===== config.mk =====
export PLATFORM = sky130hd
export DESIGN_NAME = seq_detect_ctrl
export DESIGN_NICKNAME = d
export VERILOG_FILES = /design/src/rtl/seq_det_pkg.sv /design/src/rtl/seq_det_core.sv /design/src/rtl/seq_detect_ctrl.sv
export SDC_FILE = /design/constraint.sdc
export NUM_CORES = 1
export LEC_CHECK = 0
export BUFFER_PORTS_ARGS = -buffer_cell sky130_fd_sc_hd__buf_4
export CAP_MARGIN = 20
export CELL_PAD_IN_SITES_DETAIL_PLACEMENT = 1
export CELL_PAD_IN_SITES_GLOBAL_PLACEMENT = 2
export CORE_MARGIN = 2
export CORE_UTILIZATION = 35
export DETAILED_ROUTE_END_ITERATION = 8
export GPL_TIMING_DRIVEN = 0
export PLACE_DENSITY = 0.91
export SLEW_MARGIN = 20
export SYNTH_ARGS = -nofsm -noshare
export SYNTH_HDL_FRONTEND = slang
export SYNTH_SLANG_ARGS = --single-unit

===== constraint.sdc =====
create_clock -name clk -period 3.2 [get_ports clk]
set_input_delay 0.32 -clock clk [delete_from_list [all_inputs] [get_ports clk]]
set_output_delay 0.32 -clock clk [all_outputs]
set_load 0.05 [all_outputs]

===== src/rtl/seq_det_pkg.sv =====
// seq_det_pkg: shared types, reset defaults and helpers for the programmable
// serial pattern detector (seq_detect_ctrl / seq_det_core).
package seq_det_pkg;

    // Control FSM states; ST_DONE is only reachable when SEQ_DET_LIMIT_EN is defined
    typedef enum logic [1:0] {
        ST_IDLE = 2'd0,
        ST_RUN  = 2'd1,
        ST_DONE = 2'd2
    } state_t;

    // Overlap mode after reset: overlapping detection
    localparam logic DEF_OVERLAP = 1'b1;

    // Pattern length after reset is the full pattern width
    function automatic int default_len(input int max_len);
        return max_len;
    endfunction

    // A requested length of 0 means 1; anything above the maximum is clamped
    function automatic int clamp_len(input int raw, input int max_len);
        int res;
        res = raw;
        if (raw < 1) begin
            res = 1;
        end else if (raw > max_len) begin
            res = max_len;
        end
        return res;
    endfunction

endpackage


===== src/rtl/seq_det_core.sv =====
// seq_det_core: history shift register, fill counter and length-masked
// compare. hit is combinational and only asserted on a shift cycle.
module seq_det_core
    import seq_det_pkg::*;
#(
    parameter int PAT_W = 8,
    parameter int LEN_W = $clog2(PAT_W + 1)
) (
    input  logic             clk,
    input  logic             reset_n,
    input  logic             shift_en,
    input  logic             clr,
    input  logic             din,
    input  logic [PAT_W-1:0] pattern,
    input  logic [LEN_W-1:0] len,
    input  logic             overlap,
    output logic             hit
);

    logic [PAT_W-1:0] history;
    logic [LEN_W-1:0] fill;
    logic [PAT_W-1:0] window;
    logic [PAT_W-1:0] mask;
    logic             enough;

    // The incoming bit is the newest (bit 0) of the comparison window
    assign window = {history[PAT_W-2:0], din};

    // A match needs len valid bits including the current one, so reset zeros
    // in the history can never complete a pattern
    assign enough = ((LEN_W + 1)'(fill) + (LEN_W + 1)'(1)) >= (LEN_W + 1)'(len);

    // Only the low len bits of the window take part in the compare
    always_comb begin
        mask = '0;
        for (int i = 0; i < PAT_W; i++) begin
            mask[i] = (i < int'(len));
        end
    end

    // Match decision for the current shift cycle
    always_comb begin
        hit = shift_en && enough && (((window ^ pattern) & mask) == '0);
    end

    // History and fill tracking; non-overlap mode restarts fill after a match
    always_ff @(posedge clk or negedge reset_n) begin
        if (!reset_n) begin
            history <= '0;
            fill    <= '0;
        end else if (clr) begin
            history <= '0;
            fill    <= '0;
        end else if (shift_en) begin
            history <= window;
            if (hit && !overlap) begin
                fill <= '0;
            end else if (fill < len) begin
                fill <= fill + 1'b1;
            end
        end
    end

endmodule


===== src/rtl/seq_detect_ctrl.sv =====
// seq_detect_ctrl: run-time programmable serial pattern detector with an
// IDLE/RUN(/DONE) control FSM, saturating match counter and registered
// outputs. Optional feature macro: SEQ_DET_LIMIT_EN adds cfg_limit, done and
// the DONE state (auto-stop after a programmed number of matches).
module seq_detect_ctrl
    import seq_det_pkg::*;
#(
    parameter int PAT_W = 8,
    parameter int CNT_W = 16
) (
    input  logic                       clk,
    input  logic                       reset_n,
    input  logic                       din,
    input  logic                       din_valid,
    input  logic                       cfg_we,
    input  logic [PAT_W-1:0]           cfg_pattern,
    input  logic [$clog2(PAT_W+1)-1:0] cfg_len,
    input  logic                       cfg_overlap,
`ifdef SEQ_DET_LIMIT_EN
    input  logic [CNT_W-1:0]           cfg_limit,
    output logic                       done,
`endif
    input  logic                       start,
    input  logic                       stop,
    output logic                       busy,
    output logic                       match,
    output logic [CNT_W-1:0]           match_count,
    output logic                       count_sat
);

    localparam int LEN_W = $clog2(PAT_W + 1);

    state_t           state;
    logic [PAT_W-1:0] pattern_reg;
    logic [LEN_W-1:0] len_reg;
    logic             overlap_reg;
    logic             shift_en;
    logic             clr;
    logic             hit;
    logic [CNT_W-1:0] count_next;
`ifdef SEQ_DET_LIMIT_EN
    logic [CNT_W-1:0] limit_reg;
    logic             limit_hit;
`endif

    // stop has priority over start; start clears the history, and the din
    // present on a start or stop edge is never evaluated
    assign clr      = start && !stop;
    assign shift_en = (state == ST_RUN) && din_valid && !start && !stop;

    // Saturating increment of the match counter
    assign count_next = (match_count == '1) ? match_count : match_count + 1'b1;

`ifdef SEQ_DET_LIMIT_EN
    // Limit 0 disables auto-stop
    assign limit_hit = (limit_reg != '0) && (count_next == limit_reg);
`endif

    // Configuration registers, writable only while not running
    always_ff @(posedge clk or negedge reset_n) begin
        if (!reset_n) begin
            pattern_reg <= '0;
            len_reg     <= LEN_W'(default_len(PAT_W));
            overlap_reg <= DEF_OVERLAP;
`ifdef SEQ_DET_LIMIT_EN
            limit_reg   <= '0;
`endif
        end else if (cfg_we && (state != ST_RUN)) begin
            pattern_reg <= cfg_pattern;
            len_reg     <= LEN_W'(clamp_len(int'(cfg_len), PAT_W));
            overlap_reg <= cfg_overlap;
`ifdef SEQ_DET_LIMIT_EN
            limit_reg   <= cfg_limit;
`endif
        end
    end

    seq_det_core #(
        .PAT_W (PAT_W),
        .LEN_W (LEN_W)
    ) u_core (
        .clk      (clk),
        .reset_n  (reset_n),
        .shift_en (shift_en),
        .clr      (clr),
        .din      (din),
        .pattern  (pattern_reg),
        .len      (len_reg),
        .overlap  (overlap_reg),
        .hit      (hit)
    );

    // Control FSM with registered busy/match/count/done outputs
    always_ff @(posedge clk or negedge reset_n) begin
        if (!reset_n) begin
            state       <= ST_IDLE;
            busy        <= 1'b0;
            match       <= 1'b0;
            match_count <= '0;
            count_sat   <= 1'b0;
`ifdef SEQ_DET_LIMIT_EN
            done        <= 1'b0;
`endif
        end else begin
            match <= 1'b0;
            if (stop) begin
                // Count and saturation flag stay readable until the next start
                state <= ST_IDLE;
                busy  <= 1'b0;
`ifdef SEQ_DET_LIMIT_EN
                done  <= 1'b0;
`endif
            end else if (start) begin
                // Arm or re-arm from any state
                state       <= ST_RUN;
                busy        <= 1'b1;
                match_count <= '0;
                count_sat   <= 1'b0;
`ifdef SEQ_DET_LIMIT_EN
                done        <= 1'b0;
`endif
            end else if (hit) begin
                match       <= 1'b1;
                match_count <= count_next;
                if (count_next == '1) begin
                    count_sat <= 1'b1;
                end
`ifdef SEQ_DET_LIMIT_EN
                if (limit_hit) begin
                    state <= ST_DONE;
                    busy  <= 1'b0;
                    done  <= 1'b1;
                end
`endif
            end
        end
    end

endmodule


==> metrics.md, run 1 <==
| Metric | Value |
|---|---|
| Yosys warnings | 0 |
| Top layer in use | met4 |
| Worst setup EP type | register |
| Status | complete, no violations |
| Mapped Avg Cell Area | 8.85 sq um |
| Max-cap violations | 0 |
| CP Data Required Time | 3.39 ns |
| Synth Net Count | 325 |
| Static Leakage | 1.36 nW |
| Max IR drop VDD | 0.156 mV |
| Slew @ Worst Pin | 0.720 ns |
| Synthesized cell area | 0.00261 sq mm |
| Power Dens Cells | 365 mW/mm^2 |
| Wire length on met3 | 143 um |
| Crit Path Category | reg -> reg |
| RePlAce Congestion | 0.812 |
| Post-CTS sizing | 0 |
| Initial antenna violation count | 0 |
| Total core area | 0.00725 sq mm |
| EDFF count, synth | 0 |
| Setup TNS | 0 ns |
| Syn-to-layout area delta | 19.5% |
| Post-synthesis cell count | 295 |
| Fin Clk Skew | 0.00926 ns |
| GRT Overall Usage | 18.4% |
| Final setup margin | 0.426 ns |
| Clk root buf | clkbuf_8 |
| Clock Path Buffers | 2 |
| Pre-CTS WS | 0.440 ns |
| Fmax | 361 MHz |
| Drt drc | 0 |
| CTS Sinks | 43 |
| Final antenna diode count | 0 |
| Height of the die | 90.4 um |
| Number of library cell types mapped by synthesis | 53 |
| TritonCTS clock tree | built |
| CTS hold repair buffers | 0 |
| Vias in the first global route | 2,490 |
| WL met1 | 3470 um |
| CTS Buf Count | 5 |
| CP Launch Type | register |
| Fin crit period | 2.77 ns |
| Commonest non-fill, non-tap cells in the layout | nand2_1, dfrtp_1, buf_4, o21ai_0, nor2_1 |
| Post CTS Setup Buffer Count | 0 |
| Nets | 370 |
| # rows | 31 |
| Starting Density | 36.0% |
| CP arrival | 2.97 ns |
| Vias per Instance | 5.37 |
| Largest net degree at the start of global routing | 44 |
| Hold WC Path Type | in -> async |
| Max Slew Vio Count | 0 |
| Most common cell after layout, fill and taps aside | nand2_1 |
| Wire length on met2 | 3190 um |
| Global-route wire length before repair | 12,400 um |
| HPWL Detailed | 5070 um |
| Global route overflow | 0 |
| Die width | 90.4 um |
| Total wire length | 6880 um |
| Final hold violation count | 0 |
| Max FFs per register | 16 |
| Ys flop type | dfrtp_1 |
| Die ar. | 0.00817 sq mm |
| WL/cell | 15.6 um |
| Synth async-reset ratio | 100% |
| Layout cells sized above 1 | 19.4% |
| Reg clk slew, reported paths | 0.09 ns |
| Synth Register Bits | 43 |
| 1st-iter DRT viols | 50 |
| RSZ-0062 raised after global routing | no |
| H-tree depth | 2 |
| Seq/Total Area, Yosys | 41.3% |
| Rel. slew slack | 51.6% |
| IO Count | 39 |
| Buffers on Ports | 38 |
| Antenna Nets Post-Route | 0 |
| # setup viols final | 0 |
| Final period util | 86.7% |
| Via count | 2,361 |
| First-pass DRT Iterations | 4 |
| Crit path max fanout | 5 |
| Clk_lat worst skew | 0.30 ns |
[final timing paths]
check | start | endpoint | slack (ns) | cells past startpoint
max in group asynchronous | reset_n | match_count[2] | 2.80 | 1
setup reg to reg | u_core.fill[0] | match_count[13] | 0.43 | 8
min in group clk | stop | busy | 0.20 | 2
setup / recovery | u_core.fill[0] | match_count[13] | 0.43 | 8
hold / removal | reset_n | pattern_reg[7] | 0.003 | 1
hold reg to reg | overlap_reg | overlap_reg | 0.47 | 2
[synthesized netlist by cell type (2+ instances only)]
| library cell | n | area (sq um) |
|---|---|---|
| nand2_1 | 60 | 225 |
| dfrtp_1 | 41 | 1030 |
| o21ai_0 | 21 | 105 |
| nor2_1 | 16 | 60.1 |
| nand3_1 | 14 | 70.1 |
| a21oi_1 | 10 | 50.1 |
| ha_1 | 10 | 125 |
| xor2_1 | 9 | 78.8 |
| clkbuf_1 | 7 | 26.3 |
| mux2i_1 | 6 | 60.1 |
| nand4_1 | 6 | 37.5 |
| xnor2_1 | 6 | 52.6 |
| buf_2 | 5 | 25.0 |
| nand3b_1 | 5 | 37.5 |
| nor3_1 | 5 | 25.0 |
| and3_1 | 4 | 25.0 |
| inv_1 | 4 | 15.0 |
| nand2b_1 | 4 | 25.0 |
| nor2b_1 | 4 | 25.0 |
| nor4_1 | 4 | 25.0 |
| o21a_1 | 4 | 30.0 |
| o31ai_1 | 4 | 30.0 |
| and4_1 | 3 | 26.3 |
| o211ai_1 | 3 | 22.5 |
| or2_2 | 3 | 18.8 |
| or3_1 | 3 | 18.8 |
| a211oi_1 | 2 | 15.0 |
| a21boi_0 | 2 | 15.0 |
| a21o_1 | 2 | 15.0 |
| a311oi_1 | 2 | 17.5 |
| a31o_2 | 2 | 17.5 |
| dfstp_2 | 2 | 52.6 |
| o2111ai_1 | 2 | 17.5 |
[where the power goes]
| group | switching (mW) | leakage [nW] | internal (mW) |
|---|---|---|---|
| Combinational | 0.0920 | 0.736 | 0.0676 |
| Sequential | 0.0259 | 0.575 | 0.570 |
| Clock | 0.207 | 0.0474 | 0.177 |
| Total | 0.325 | 1.36 | 0.814 |
[per-stage QoR]
stage | power (mW) | hold WS, ns | instance area [sq um] | util, % | cells
after floorplan | 0.701 | 0.0244 | 2610 | - | 295
after global placement | 0.764 | 0.354 | 3020 | 41.6 | 432
after detailed placement | 0.768 | 0.360 | 3020 | 41.6 | 432
after CTS | 1.16 | 0.0230 | 3120 | 43.0 | 440
after global routing | 1.20 | 0.0353 | 3120 | 43.0 | 440
final | 1.14 | 0.00322 | 3120 | 43.0 | 440
[final cells by class]
class | instances | area [sq um]
Multi-Input combinational cell | 234 | 1450
Tap cell | 99 | 124
Buffer | 14 | 70.1
Timing Repair Buffer | 38 | 285
Clock buffer | 6 | 82.6
Fill cell | 892 | 4130
Sequential cell | 43 | 1080
Clock inverter | 2 | 16.3
Inverter | 4 | 15.0
[worst max-delay path, stage by stage (launching register included)]
cell,delay (ns)
dfrtp_1,0.44
ha_1,0.34
ha_1,0.28
a21bo_2,0.21
a21oi_1,0.13
o2111ai_1,0.27
nor3_1,0.69
a31oi_1,0.17
o21a_1,0.13
[cell families after synthesis]
kind of cell	after synthesis	synth area share (%)
adder cells (fa/ha/maj)	10	4.79
buffers and inverters	18	3.26
multiplexers	7	2.87
flip-flops	43	41.3
AND/OR/NAND/NOR	136	25.6
AO/OA/AOI/OAI	66	17.2
XOR/XNOR	15	5.03
[per-layer routing]
metal / vias to the layer above / GRT usage [%]
met5: - / 0
met4: 0 / 5.00
met2: 24 / 29.4
met1: 1184 / 25.7
li1: 1147 / -
met3: 6 / 3.01
(Power assumes the default switching activity.)
==> inputs of run 2 (changes only) <==
--- a/config.mk
+++ b/config.mk
@@ -5,15 +5,17 @@
 export SDC_FILE = /design/constraint.sdc
 export NUM_CORES = 1
 export LEC_CHECK = 0
+export ABC_AREA = 1
 export BUFFER_PORTS_ARGS = -buffer_cell sky130_fd_sc_hd__buf_4
 export CAP_MARGIN = 20
 export CELL_PAD_IN_SITES_DETAIL_PLACEMENT = 1
 export CELL_PAD_IN_SITES_GLOBAL_PLACEMENT = 2
+export CORE_ASPECT_RATIO = 0.8
 export CORE_MARGIN = 2
-export CORE_UTILIZATION = 35
+export CORE_UTILIZATION = 32
 export DETAILED_ROUTE_END_ITERATION = 8
 export GPL_TIMING_DRIVEN = 0
-export PLACE_DENSITY = 0.91
+export PLACE_DENSITY = 0.9
 export SLEW_MARGIN = 20
 export SYNTH_ARGS = -nofsm -noshare
 export SYNTH_HDL_FRONTEND = slang
==> run 2 against run 1 <==
  * Synthesized cell count up 23%
  * First-iteration DRC count rose by 74%
  * Power up 27%
  * Area after synthesis is 2.0% higher
  * Global-route usage is 0.52 points lower
==> metrics.md, run 2 <==
| Metric | Value |
|---|---|
| Status | complete, no violations |
| EDFF count, synth | 0 (unchanged) |
| RSZ-0062 raised after global routing | no |
| Post-CTS sizing | 0 (unchanged) |
| WL/cell | 14.4 um (-7.9%) |
| Initial antenna violation count | 0 (unchanged) |
| CTS Sinks | 43 (unchanged) |
| First-pass DRT Iterations | 4 (unchanged) |
| Drt drc | 0 (unchanged) |
| CTS Buf Count | 5 (unchanged) |
| Levels on crit path | 14 (+6) |
| Height of the die | 85.6 um (-5.3%) |
| # rows | 29 (-6.5%) |
| Post-synthesis cell count | 364 (+23%) |
| Largest net degree at the start of global routing | 44 (unchanged) |
| IO Count | 39 (unchanged) |
| Global-route wire length before repair | 13,100 um (+6.1%) |
| Ys flop type | dfrtp_1 |
| Worst flop-to-flop path startpoint | u_core.fill[0] |
| Rel. slew slack | 61.7% (+10 points) |
| Final antenna diode count | 0 (unchanged) |
| Fin Clk Skew | 0.00885 ns (-0.000407 ns) |
| Power Dens Cells | 452 mW/mm^2 (+24%) |
| H-tree depth | 2 (unchanged) |
| Total core area | 0.00802 sq mm (+11%) |
| Vias per Instance | 4.83 (-9.9%) |
| Clk root buf | clkbuf_8 |
| HPWL Detailed | 5840 um (+15%) |
| Top cells by area, synth | dfrtp_1, nand2_1, inv_1 |
| Setup TNS | 0 ns (unchanged) |
| Syn-to-layout area delta | 20.2% |
| CP cell instances | ha_1 > xor2_1 > ha_1 > inv_1 > o21bai_1 > nand2_1 > nand2_1 > nand2_1 > nor2_8 > nand2_4 > nand2_2 > nand2_4 > nand2_1 > o21ai_1 |
| Max IR drop VDD | 0.285 mV (+83%) |
| Total wire length | 7460 um (+8.4%) |
| Post CTS Setup Buffer Count | 0 (unchanged) |
| Post-synth top cells | nand2_1, inv_1, dfrtp_1 |
| Antenna Nets Post-Route | 0 (unchanged) |
| Global route overflow | 0 (unchanged) |
| R2R depth | 14 (+6) |
| Nets | 439 (+19%) |
| Cell with the most instances after synthesis | nand2_1 |
| Number of library cell types mapped by synthesis | 27 (-49%) |
| Worst setup EP type | register |
| Max FFs per register | 16 (unchanged) |
| TritonCTS clock tree | built |
| Slowest stage delay, CP | 0.44 ns (-0.25 ns) |
| Static Leakage | 1.62 nW (+19%) |
| Post-synth top area cell | dfrtp_1 |
| Synth async-reset ratio | 100% (unchanged) |
| Share of the synthesized area in the top cell type | 38.5% (-0.76 points) |
| # setup viols final | 0 (unchanged) |
| Max Slew Vio Count | 0 (unchanged) |
| Synth Net Count | 394 (+21%) |
| Fmax | 434 MHz (+20%) |
| Via count | 2,504 (+6.1%) |
| Crit Path Category | reg -> reg |
| Commonest non-fill, non-tap cells in the layout | nand2_1, inv_1, dfrtp_1, buf_4, nor2_1 |
| Crit path max fanout | 10 (+5) |
| Die ar. | 0.00907 sq mm (+11%) |
| Buf+Inv Stages, Crit Path | 1 (+1) |
| Synthesized cell area | 0.00266 sq mm (+2.0%) |
| CP Data Required Time | 3.38 ns (about the same) |
| CP top delay family | simple AND/OR/NAND/NOR gates |
| Vias in the first global route | 2,622 (+5.3%) |
| Yosys warnings | 0 (unchanged) |
| Final hold violation count | 0 (unchanged) |
| Slew @ Worst Pin | 0.574 ns (-0.146 ns) |
| CTS hold repair buffers | 0 (unchanged) |
| Starting Density | 33.2% (-2.8 points) |
| CP dominant cell by count | nand2_1 |
| Die width | 106 um (+17%) |
| Mapped Avg Cell Area | 7.31 sq um (-17%) |
| Hold WC Path Type | in -> async |
| Reg clk slew, reported paths | 0.09 ns (about the same) |
| Most common cell after layout, fill and taps aside | nand2_1 |
| Max-cap violations | 0 (unchanged) |
| Buffers on Ports | 38 (unchanged) |
| Synth Register Bits | 43 (unchanged) |
| CP arrival | 2.49 ns (-0.48 ns) |
| GRT Overall Usage | 17.8% (-0.52 points) |
| Final period util | 72.0% (-15 points) |
| Clk_lat worst skew | 0.29 ns (about the same) |
| CP Launch Type | register |
| Seq/Total Area, Yosys | 40.5% (-0.80 points) |
| 1st-iter DRT viols | 87 (+74%) |
| Layout cells sized above 1 | 16.6% (-2.8 points) |
| PnR Total Power | 1.45 mW (+27%) |
| RePlAce Congestion | 0.850 (+4.7%) |
| Worst path slowest cell | dfrtp_1 |
| Fin crit period | 2.31 ns (-0.468 ns) |
| Clock Path Buffers | 2 (unchanged) |
| Crit. Startpoint | u_core.fill[0] |
==> run 2: routing by layer <==
metal	track usage, %	up-vias	share of wire, %
met5	0	-	0
met3	2.36	4	2.2
li1	-	1266	-
met2	26.7	29	43
met1	27.4	1205	54
met4	3.59	0	0.68
==> run 2: layout make-up <==
type	instances	area, sq um
repair buffers	38	285
clock buffers	6	82.6
clock inverters	2	35.0
well taps	108	135
inverters	48	180
multi-input cells	268	1380
plain buffers	5	28.8
fillers	1027	4820
flip-flops and latches	43	1080
==> run 2: logic make-up after synthesis <==
logic type                 Yosys count  share of synthesized area [%]
and+or+nand+nor                    193                           31.7
AOI/OAI and AO/OA                   53                           11.3
buffers and inverters               53                           7.85
DFF                                 43                           40.5
xor gates and xnor gates            12                           3.95
adders and majority gates           10                           4.70
==> run 2: path summary, 6_finish.rpt <==
check / end / slack (ns)
worst min-delay path: busy / 0.01
worst min register to register: pattern_reg[1] / 0.51
min in group clk: busy / 0.18
worst max-delay path: u_core.fill[1] / 0.89
max in group asynchronous: pattern_reg[5] / 2.79
worst max register to register: u_core.fill[1] / 0.89
==> run 2: metrics by stage <==
stage | cell area, sq um | cells | setup WS [ns] | hold slack, ns | utilization, %
after CTS | 3200 | 518 | 0.852 | 0.0425 | 39.9
after global routing | 3200 | 518 | 0.625 | 0.0514 | 39.9
after global placement | 3080 | 510 | 0.942 | 0.361 | 38.4
after floorplan | 2660 | 364 | 1.12 | 0.0244 | -
after detailed placement | 3080 | 510 | 0.879 | 0.364 | 38.4
final | 3200 | 518 | 0.895 | 0.0125 | 39.9
==> run 2: where the power goes <==
part	internal, mW	leakage (nW)	total (mW)	switching, mW
Combinational	0.144	0.986	0.357	0.213
Sequential	0.589	0.572	0.640	0.0509
Clock	0.253	0.0612	0.448	0.195
